<file path="config.mk">
export PLATFORM = sky130hd
export DESIGN_NAME = mux_rr_arb
export DESIGN_NICKNAME = d
export VERILOG_FILES = /design/src/rtl/mux_rr_arb_pkg.sv /design/src/rtl/mux_rr_arb_rr_arbiter.sv /design/src/rtl/mux_rr_arb.sv
export SDC_FILE = /design/constraint.sdc
export NUM_CORES = 1
export LEC_CHECK = 0
export ABC_CLOCK_PERIOD_IN_PS = 2420
export BUFFER_PORTS_ARGS = -buffer_cell sky130_fd_sc_hd__buf_4
export CAP_MARGIN = 15
export CORE_MARGIN = 2
export CORE_UTILIZATION = 30
export DETAILED_ROUTE_END_ITERATION = 10
export PLACE_DENSITY = 0.59
export SYNTH_ARGS = -nofsm -noshare
export SYNTH_HDL_FRONTEND = slang
export SYNTH_SLANG_ARGS = --single-unit
</file>
<file path="constraint.sdc">
create_clock -name clk -period 2.42 [get_ports clk]
set_input_delay 0.484 -clock clk [delete_from_list [all_inputs] [get_ports clk]]
set_output_delay 0.484 -clock clk [all_outputs]
set_load 0.005 [all_outputs]
</file>
<file path="src/rtl/mux_rr_arb_pkg.sv">
// Shared definitions for the mux_rr_arb select stage: arbitration mode codes,
// output-buffer state encoding and the clog2 helper used for the SEL_W check.
package mux_rr_arb_pkg;

  localparam logic MODE_FIXED = 1'b0;
  localparam logic MODE_RR    = 1'b1;

  typedef enum logic {
    BUF_EMPTY = 1'b0,
    BUF_FULL  = 1'b1
  } buf_state_e;

  function automatic int clog2_f(input int value);
    int result;
    int rem;
    result = 0;
    rem    = value - 1;
    while (rem > 0) begin
      result = result + 1;
      rem    = rem >> 1;
    end
    return result;
  endfunction

endpackage

</file>
<file path="src/rtl/mux_rr_arb_rr_arbiter.sv">
// Combinational arbiter: lowest-index-first in fixed mode, or first requester
// at/after rr_ptr (wrapping) in round-robin mode. Produces one-hot grant + index.
module rr_arbiter
  import mux_rr_arb_pkg::*;
#(
  parameter int N_IN  = 4,
  parameter int SEL_W = 2
) (
  input  logic             mode,
  input  logic [SEL_W-1:0] rr_ptr,
  input  logic [N_IN-1:0]  req,
  output logic [N_IN-1:0]  grant,
  output logic [SEL_W-1:0] grant_idx,
  output logic             grant_any
);

  int               idx;
  logic [SEL_W-1:0] idx_s;

  always_comb begin
    grant     = '0;
    grant_idx = '0;
    grant_any = 1'b0;
    idx       = 0;
    idx_s     = '0;
    for (int k = 0; k < N_IN; k++) begin
      idx = (mode == MODE_RR) ? (int'(rr_ptr) + k) : k;
      if (idx >= N_IN) begin
        idx = idx - N_IN;
      end
      idx_s = SEL_W'(idx);
      if (!grant_any && req[idx_s]) begin
        grant_any    = 1'b1;
        grant[idx_s] = 1'b1;
        grant_idx    = idx_s;
      end
    end
  end

endmodule

</file>
<file path="src/rtl/mux_rr_arb.sv">
// N-input valid/ready select stage with a one-entry registered output buffer.
// Optional packet locking (in_last port) is enabled by defining MUX_LOCK_EN.
module mux_rr_arb
  import mux_rr_arb_pkg::*;
#(
  parameter int WIDTH = 32,
  parameter int N_IN  = 4,
  parameter int SEL_W = 2
) (
  input  logic                  clk,
  input  logic                  reset,
  input  logic                  mode,
  input  logic [N_IN*WIDTH-1:0] in_data,
  input  logic [N_IN-1:0]       in_valid,
`ifdef MUX_LOCK_EN
  input  logic [N_IN-1:0]       in_last,
`endif
  output logic [N_IN-1:0]       in_ready,
  output logic [WIDTH-1:0]      out_data,
  output logic [SEL_W-1:0]      out_sel,
  output logic                  out_valid,
  input  logic                  out_ready
);

  generate
    if (SEL_W != clog2_f(N_IN) || N_IN < 2 || N_IN > 16) begin : g_param_check
      $error("mux_rr_arb: N_IN must be 2..16 and SEL_W must equal clog2(N_IN)");
    end
  endgenerate

  buf_state_e       state_q;
  logic [WIDTH-1:0] out_data_q;
  logic [SEL_W-1:0] out_sel_q;
  logic [SEL_W-1:0] rr_ptr_q;
  logic [SEL_W-1:0] rr_ptr_d;

  logic [WIDTH-1:0] ch_data [N_IN];
  logic [N_IN-1:0]  req;
  logic [N_IN-1:0]  grant;
  logic [SEL_W-1:0] grant_idx;
  logic             grant_any;
  logic             load_en;
  logic             load;
  logic             last_beat;
  logic             advance;

  for (genvar gi = 0; gi < N_IN; gi++) begin : g_ch_data
    assign ch_data[gi] = in_data[gi*WIDTH +: WIDTH];
  end

`ifdef MUX_LOCK_EN
  logic             lock_q;
  logic [N_IN-1:0]  lock_mask;

  // While locked only the channel that owns the packet (held in out_sel_q) may request.
  always_comb begin
    lock_mask            = '0;
    lock_mask[out_sel_q] = 1'b1;
  end

  assign req       = lock_q ? (in_valid & lock_mask) : in_valid;
  assign last_beat = in_last[grant_idx];
`else
  assign req       = in_valid;
  assign last_beat = 1'b1;
`endif

  rr_arbiter #(
    .N_IN  (N_IN),
    .SEL_W (SEL_W)
  ) u_arbiter (
    .mode      (mode),
    .rr_ptr    (rr_ptr_q),
    .req       (req),
    .grant     (grant),
    .grant_idx (grant_idx),
    .grant_any (grant_any)
  );

  assign load_en  = (state_q == BUF_EMPTY) | out_ready;
  assign load     = load_en & grant_any & ~reset;
  assign in_ready = (load_en & ~reset) ? grant : '0;
  assign advance  = load & (mode == MODE_RR) & last_beat;
  assign rr_ptr_d = (grant_idx == SEL_W'(N_IN - 1)) ? '0 : grant_idx + SEL_W'(1);

  always_ff @(posedge clk) begin
    if (reset) begin
      state_q    <= BUF_EMPTY;
      out_data_q <= '0;
      out_sel_q  <= '0;
      rr_ptr_q   <= '0;
`ifdef MUX_LOCK_EN
      lock_q     <= 1'b0;
`endif
    end else begin
      case (state_q)
        BUF_EMPTY: if (load) state_q <= BUF_FULL;
        BUF_FULL:  if (!load && out_ready) state_q <= BUF_EMPTY;
        default:   state_q <= BUF_EMPTY;
      endcase
      if (load) begin
        out_data_q <= ch_data[grant_idx];
        out_sel_q  <= grant_idx;
      end
      if (advance) begin
        rr_ptr_q <= rr_ptr_d;
      end
`ifdef MUX_LOCK_EN
      if (load) begin
        lock_q <= ~last_beat;
      end
`endif
    end
  end

  assign out_valid = (state_q == BUF_FULL);
  assign out_data  = out_data_q;
  assign out_sel   = out_sel_q;

endmodule
</file>
==> results.ini, run 1 <==
[drt]
drc_errors=0
final_antenna_net_count=0
vias_per_cell=5.09
wl_mm=8.04
drt_iter0_markers=58
dr.pass1.iters=4
num_vias=2707
routedWlPerCell_um=15.1

[sta]
finalSetupViolCount=0
grt_setup_unrepaired=no
skew_ps=9.36
hold_viol=0
worst_pin_slew_ps=424
setup_tns_ps=0
fmax_mhz=429
drv_slew=0
min_period_over_period_pct=96.3
slew_headroom_pct=71.8
min_period_ps=2330

[synthesis]
ys_seq_area_share_pct=31.1
netlist_area_um2=2380
synth-compound-area-share_pct=20.1
yosysTopAreaCell=dfxtp_1
synth_mux_area_share_pct=27.5
synth_warnings=0
ys_seq_elements=37
synth_top_area_share_pct=31.1
syn_nets=400
synth_top_family_by_area=multiplexers
synthXorXnorAreaFrac_pct=0
yosysUniqueCellTypes=38
syn_inst=264
syn_avg_cell_area_um2=9.03
synthTopCellsByArea=dfxtp_1, mux2i_1, o221ai_1
synth_simple_gate_area_share_pct=15.2
synth_fa_ha_area_share_pct=0

[run_status]
status=finished clean

[floorplanning]
ios=175
rows=32
core_um2=7730
chipWidth_um=93.2
die_area_um2=8680
initial_core_util_pct=30.9
fp.dieH_um=93.2

[global_routing]
antenna_found_initial=0
grt_pass1_vias=2645
gr-usage-all-layers_pct=18.0
grt_overflow=0
grt_max_degree=50
grt_pass1_wl_mm=12.6

[worst_setup_path]
crit_required_ps=1940
r2r-end=out_data[15]
r2r_cells=7
cp-startpoint=rr_ptr_q[0]
r2r_setup_slack_ps=480
crit_end=in_ready[3]
crit_path_end_kind=primary output
start_kind=flip-flop
worst-setup-path-type=reg -> out
cp.arrival_ps=1850
crit_fanout=13
r2r_start=rr_ptr_q[0]

[place]
dp_cells=524
dp_hpwl_mm=6.21
port_buffers=174
place.gp.congestion=0.936

[power]
irDropWorstVdd_uv=224
p_per_area_nw_per_um2=513
p_leak_nw=1.81

[finish]
antenna_cells=0
drive_gt1_share_pct=46.7
syn2layout_area_growth_pct=63.9
regArea_um2=743
n_fill_cell=746
layout.cells.non_filler=532
multi_input_area_um2=1520
nNetsFinal=565

[clocking]
ctsHoldBuffers=0
ctsLongestPathBuffers=2
clk_latency_ps=290
cts-root-buf=clkbuf_8
cts_sinks=37
cts_buffers=5
clkTransAtPathRegs_ps=70
h-tree-depth=2
cts_tree=built
cts_setup_buffers=0

[job]
maxCapViolCount=0

[hold_path]
holdCritPathClass=in -> reg

## placed cells by master (no fill, tap or decap), types with 3 or more instances in the layout
cell and n:
a21oi_1 8, and2_1 3, buf_4 179, clkbuf_8 6, dfxtp_1 35, inv_1 3, mux2i_1 64, nand2_1 40
nand2b_1 5, nor2_1 9, nor2_2 3, nor3b_1 3, o21ai_0 4, o221ai_1 31, o22ai_1 3
## layer usage
metal / routed length, um / GRT usage [%] / vias to the layer above
li1: - / - / 1321
met1: 3120 / 21.4 / 1252
met2: 4120 / 31.6 / 128
met3: 721 / 5.80 / 6
met4: 76 / 4.17 / 0
met5: 0 / 0 / -
## cell type report
class	count	share of cell area, %
clock buffers	6	2.11
flip-flops and latches	37	19.0
repair buffers	181	35.4
clock inverters	2	0.961
inverters	3	0.288
well taps	102	3.27
multi-input cells	201	38.9
## logic make-up after synthesis
logic type	count (synthesis)
buf+inv	26
compound gates	62
flops	37
mux	65
simple gates	74
## worst min path at each step
stage / startpoint / endpoint / cells past startpoint
floorplan: out_sel[1] / out_sel[1] / 2
global placement: out_sel[1] / out_sel[1] / 2
detailed placement: out_sel[1] / out_sel[1] / 2
CTS: reset / rr_ptr_q[0] / 2
global route: reset / rr_ptr_q[0] / 2
finish: reset / rr_ptr_q[0] / 2
## metrics by stage
step | instance area (um^2) | utilization, % | setup WS, ps | power, mW | hold slack (ps)
2_1_floorplan | 2380 | - | 468 | 1.09 | 439
3_3_place_gp | 3780 | 48.9 | 291 | 1.46 | 432
3_5_place_dp | 3780 | 48.9 | 218 | 1.46 | 437
4_1_cts | 3900 | 50.5 | 52.6 | 2.04 | 378
5_1_grt | 3910 | 50.6 | 43.4 | 2.12 | 384
6_report | 3910 | 50.6 | 89.2 | 2.00 | 391
## cells in the mapped netlist (all sizes together)
cell type,count
o211ai,1
and4b,1
or3,1
buf,10
a21oi,9
a22o,1
nor4b,1
nand4b,1
dfxtp,37
nand2,40
and2,3
o21ai,6
inv,3
a31oi,2
a21o,2
a211oi,1
nand2b,5
mux2i,64
nor2,12
a211o,1
o2111ai,1
nor3b,3
mux2,1
or2,1
clkbuf,13
a311oi,1
o221ai,32
nor2b,3
o22ai,3
and3b,2
a32oi,2
and3,1
## worst max-delay path, cell delays in order, from the launching register on
cell and delay, ps:
dfxtp_2 460, nor2b_2 290, a22o_1 180, a21oi_1 80, a211o_1 300, a21oi_1 130
buf_4 130
## what timing repair did
action | 4_1_cts | 5_1_grt
pin swaps | 0 | 0
resized for setup | 1 | 3
endpoints found under the setup margin | 2 | 2
## sequential cells by signal, summed over array words and instances (netlist names)
register	count
out_data	32
out_sel	2
out_valid	1
rr_ptr_q	2
## report_power, final
group	total (mW)	internal, mW	switching, mW	leakage (nW)
Combinational	0.697	0.411	0.286	1.45
Sequential	0.744	0.695	0.0496	0.309
Clock	0.563	0.335	0.228	0.0574
Total	2.00	1.44	0.564	1.81
(Power assumes the default switching activity.)
==> run 2: changes to the inputs <==
--- a/config.mk
+++ b/config.mk
@@ -5,13 +5,14 @@
 export SDC_FILE = /design/constraint.sdc
 export NUM_CORES = 1
 export LEC_CHECK = 0
+export ABC_AREA = 1
 export ABC_CLOCK_PERIOD_IN_PS = 2420
 export BUFFER_PORTS_ARGS = -buffer_cell sky130_fd_sc_hd__buf_4
 export CAP_MARGIN = 15
 export CORE_MARGIN = 2
 export CORE_UTILIZATION = 30
 export DETAILED_ROUTE_END_ITERATION = 10
-export PLACE_DENSITY = 0.59
+export PLACE_DENSITY = 0.55
 export SYNTH_ARGS = -nofsm -noshare
 export SYNTH_HDL_FRONTEND = slang
 export SYNTH_SLANG_ARGS = --single-unit
==> run 2 against run 1 <==
  * Flip-flop and latch count unchanged
  * Largest cell class unchanged
  * Design area increased by 22%
  * Clock power about the same
  * Core utilization decreased by 3.5 points
  * Count of clock-buffer cells in the layout unchanged
  * Wire length increased by 41%
==> results.ini, run 2 <==
[run_status]
status=finished clean

[place]
dpl_cell_area_um2=4510  ; +19%
dp_slack_ps=40.1  ; -178 ps
dp_cells=820  ; +56%
place.gp.congestion=0.931  ; -0.52%
port_buffers=174  ; unchanged
dp_hpwl_mm=8.63  ; +39%

[sta]
min_period_ps=2350  ; +15.8 ps
finalSetupViolCount=0  ; unchanged
slew_headroom_pct=75.1  ; +3.4 points
worst_pin_slew_ps=373  ; -50.8 ps
fmax_mhz=426  ; -0.67%
skew_ps=8.11  ; -1.25 ps
drv_slew=0  ; unchanged
whs_ps=389  ; -1.09 ps
hold_viol=0  ; unchanged
finalWorstSetupSlack_ps=73.4  ; -15.8 ps
min_period_over_period_pct=97.0  ; +0.65 points

[finish]
largest_reg_flops=32  ; unchanged
multi_input_area_um2=2070  ; +36%
layout_common_cells=nand2_1, buf_4, nand3_1
nNetsFinal=834  ; +48%
regArea_um2=748  ; +0.67%
drive_gt1_share_pct=36.3  ; -10 points
antenna_cells=0  ; unchanged
final_common_cell=nand2_1
layout.cells.non_filler=835  ; +57%
n_fill_cell=1044  ; +40%
final_cell_area_um2=4770  ; +22%
syn2layout_area_growth_pct=54.6

[synthesis]
syn_inst=526  ; +99%
ys_seq_area_share_pct=24.0  ; -7.1 points
synth.most_common_cell=nand2_1
netlist_area_um2=3090  ; +29%
ys_seq_elements=37  ; unchanged
synth-edff-count=0  ; unchanged
yosysUniqueCellTypes=30  ; -21%
yosysTopAreaCell=nand2_1
synth_top_area_share_pct=24.8  ; -6.3 points
synthTopCellsByArea=nand2_1, dfxtp_1, nand3_1
syn_avg_cell_area_um2=5.87  ; -35%
ys.flop_type=dfxtp_1
syn_nets=662  ; +66%
synth_commonest_cells=nand2_1, nand3_1, nor2_1
synth_warnings=0  ; unchanged
async_reset_ff_share_pct=0  ; unchanged

[job]
maxCapViolCount=0  ; unchanged

[worst_setup_path]
r2r-end=out_data[22]
crit_end=in_ready[2]
cp.arrival_ps=1860  ; about the same
start_kind=flip-flop
r2r_cells=16  ; +9
r2r_start=rr_ptr_q[0]
cp-startpoint=rr_ptr_q[0]
crit_required_ps=1940  ; about the same
crit_path_end_kind=primary output
worst-setup-path-type=reg -> out
r2r_setup_slack_ps=260  ; -220 ps
crit_fanout=8  ; -5

[clocking]
cts-root-buf=clkbuf_8
clk_latency_ps=290  ; about the same
ctsHoldBuffers=0  ; unchanged
cts_buffers=5  ; unchanged
h-tree-depth=2  ; unchanged
cts_sinks=37  ; unchanged
cts_tree=built
clkTransAtPathRegs_ps=70  ; about the same
ctsLongestPathBuffers=2  ; unchanged

[global_routing]
grt_pass1_wl_mm=17.9  ; +42%
grt_pass1_vias=3665  ; +39%
antenna_found_initial=0  ; unchanged
grt_overflow=0  ; unchanged
gr-usage-all-layers_pct=19.6  ; +1.5 points
grt_max_degree=48  ; -4.0%

[drt]
routedWlPerCell_um=13.5  ; -10%
vias_per_cell=4.77  ; -6.3%
drc_errors=0  ; unchanged
num_vias=3979  ; +47%
final_antenna_net_count=0  ; unchanged
drt_iter0_markers=250  ; +330%
dr.pass1.iters=5  ; +1
wl_mm=11.3  ; +41%

[power]
seqPwrFrac_pct=30.6  ; -6.5 points
p_leak_nw=2.59  ; +43%
swShare_pct=36.7  ; +8.6 points
pwr-share-clk_pct=21.6  ; -6.5 points
net-switching-power_mw=0.960  ; +70%
p_per_area_nw_per_um2=549  ; +6.9%
p_comb_share_pct=47.7  ; +13 points
internal-power_mw=1.66  ; +15%
irDropWorstVdd_uv=241  ; +7.6%

[floorplanning]
fp.dieH_um=105  ; +13%
initial_core_util_pct=30.4  ; -0.42 points
core_um2=10100  ; +31%
chipWidth_um=105  ; +13%
ios=175  ; unchanged
rows=37  ; +16%
die_area_um2=11100  ; +28%

[hold_path]
holdCritPathClass=in -> reg
min_from=reset

## run 2: cell count changes in the layout (fill, tap and decap cells not counted), moves of 13 or more
| cell | delta |
|---|---|
| o221ai_1 | -31 |
| nand2_2 | +13 |
| nand2_1 | +157 |
| nand3_1 | +122 |
| o21ai_1 | +15 |
| nor2_1 | +35 |
| mux2i_1 | -64 |
## run 2: per-stage QoR
step / setup TNS [ps] / util, % / power, mW
final: 0 / 47.1 / 2.62
after global routing: -79.1 / 47.1 / 2.81
after CTS: 0 / 45.7 / 2.61
after detailed placement: 0 / 44.5 / 2.03
after global placement: 0 / 44.5 / 2.03
after floorplan: 0 / - / 1.51
## run 2: how the worst min path moves through the flow
stage                     slack (ps)  cells past startpoint     endpoint
final                            390                      2  rr_ptr_q[1]
after global placement           450                      2   out_sel[1]
after CTS                        380                      2  rr_ptr_q[1]
after global routing             380                      2  rr_ptr_q[1]
after floorplan                  450                      2   out_sel[1]
after detailed placement         460                      2   out_sel[1]
## run 2: power by group through the flow
stage | Clock [mW] | Combinational, mW | Sequential (mW)
finish | 0.566 | 1.25 | 0.802
global route | 0.612 | 1.39 | 0.815
CTS | 0.588 | 1.23 | 0.801
detailed placement | 0 | 1.22 | 0.813
global placement | 0 | 1.22 | 0.809
floorplan | 0 | 0.697 | 0.809
## run 2: logic make-up (layout without fill, tap and decap cells)
family	Yosys count	after routing	synth area share (%)
flip-flops	37	37	24.0
AND/OR/NAND/NOR	397	397	57.9
AO/OA/AOI/OAI	34	34	6.77
buffers and inverters	58	231	11.3
## run 2: what timing repair did
action,in CTS,in global routing
buffers inserted,0,7
resized for setup,3,26
setup endpoints to repair,4,4
pin swaps,2,11
## run 2: layout make-up
class                      count  area share, %
clock buffer                   6           1.73
sequential                    37           15.7
multi-input combinational    431           43.4
tap                          136           3.57
clock inverter                 2          0.787
inverter                      26           2.15
timing repair buffer         197           32.7
## run 2: metal layers
layer  share of wire, %  vias to the layer above  track usage [%]  wire (um)
li1                   -                     2046                -          -
met1                 42                     1744             23.8       4800
met2                 48                      177             35.0       5460
met3                8.0                       12             4.51        909
met4                1.2                        0             4.10        134
met5                  0                        -                0          0
## run 2: worst max-delay path, cell delays in order (launching register included)
cell     delay [ps]
dfxtp_4         400
buf_8           140
nand2_4          60
inv_2            60
a21oi_4          40
buf_4           150
o21ai_4         180
inv_1            50
nor3_1          190
nor2_1           90
nor2_1           90
buf_4           120
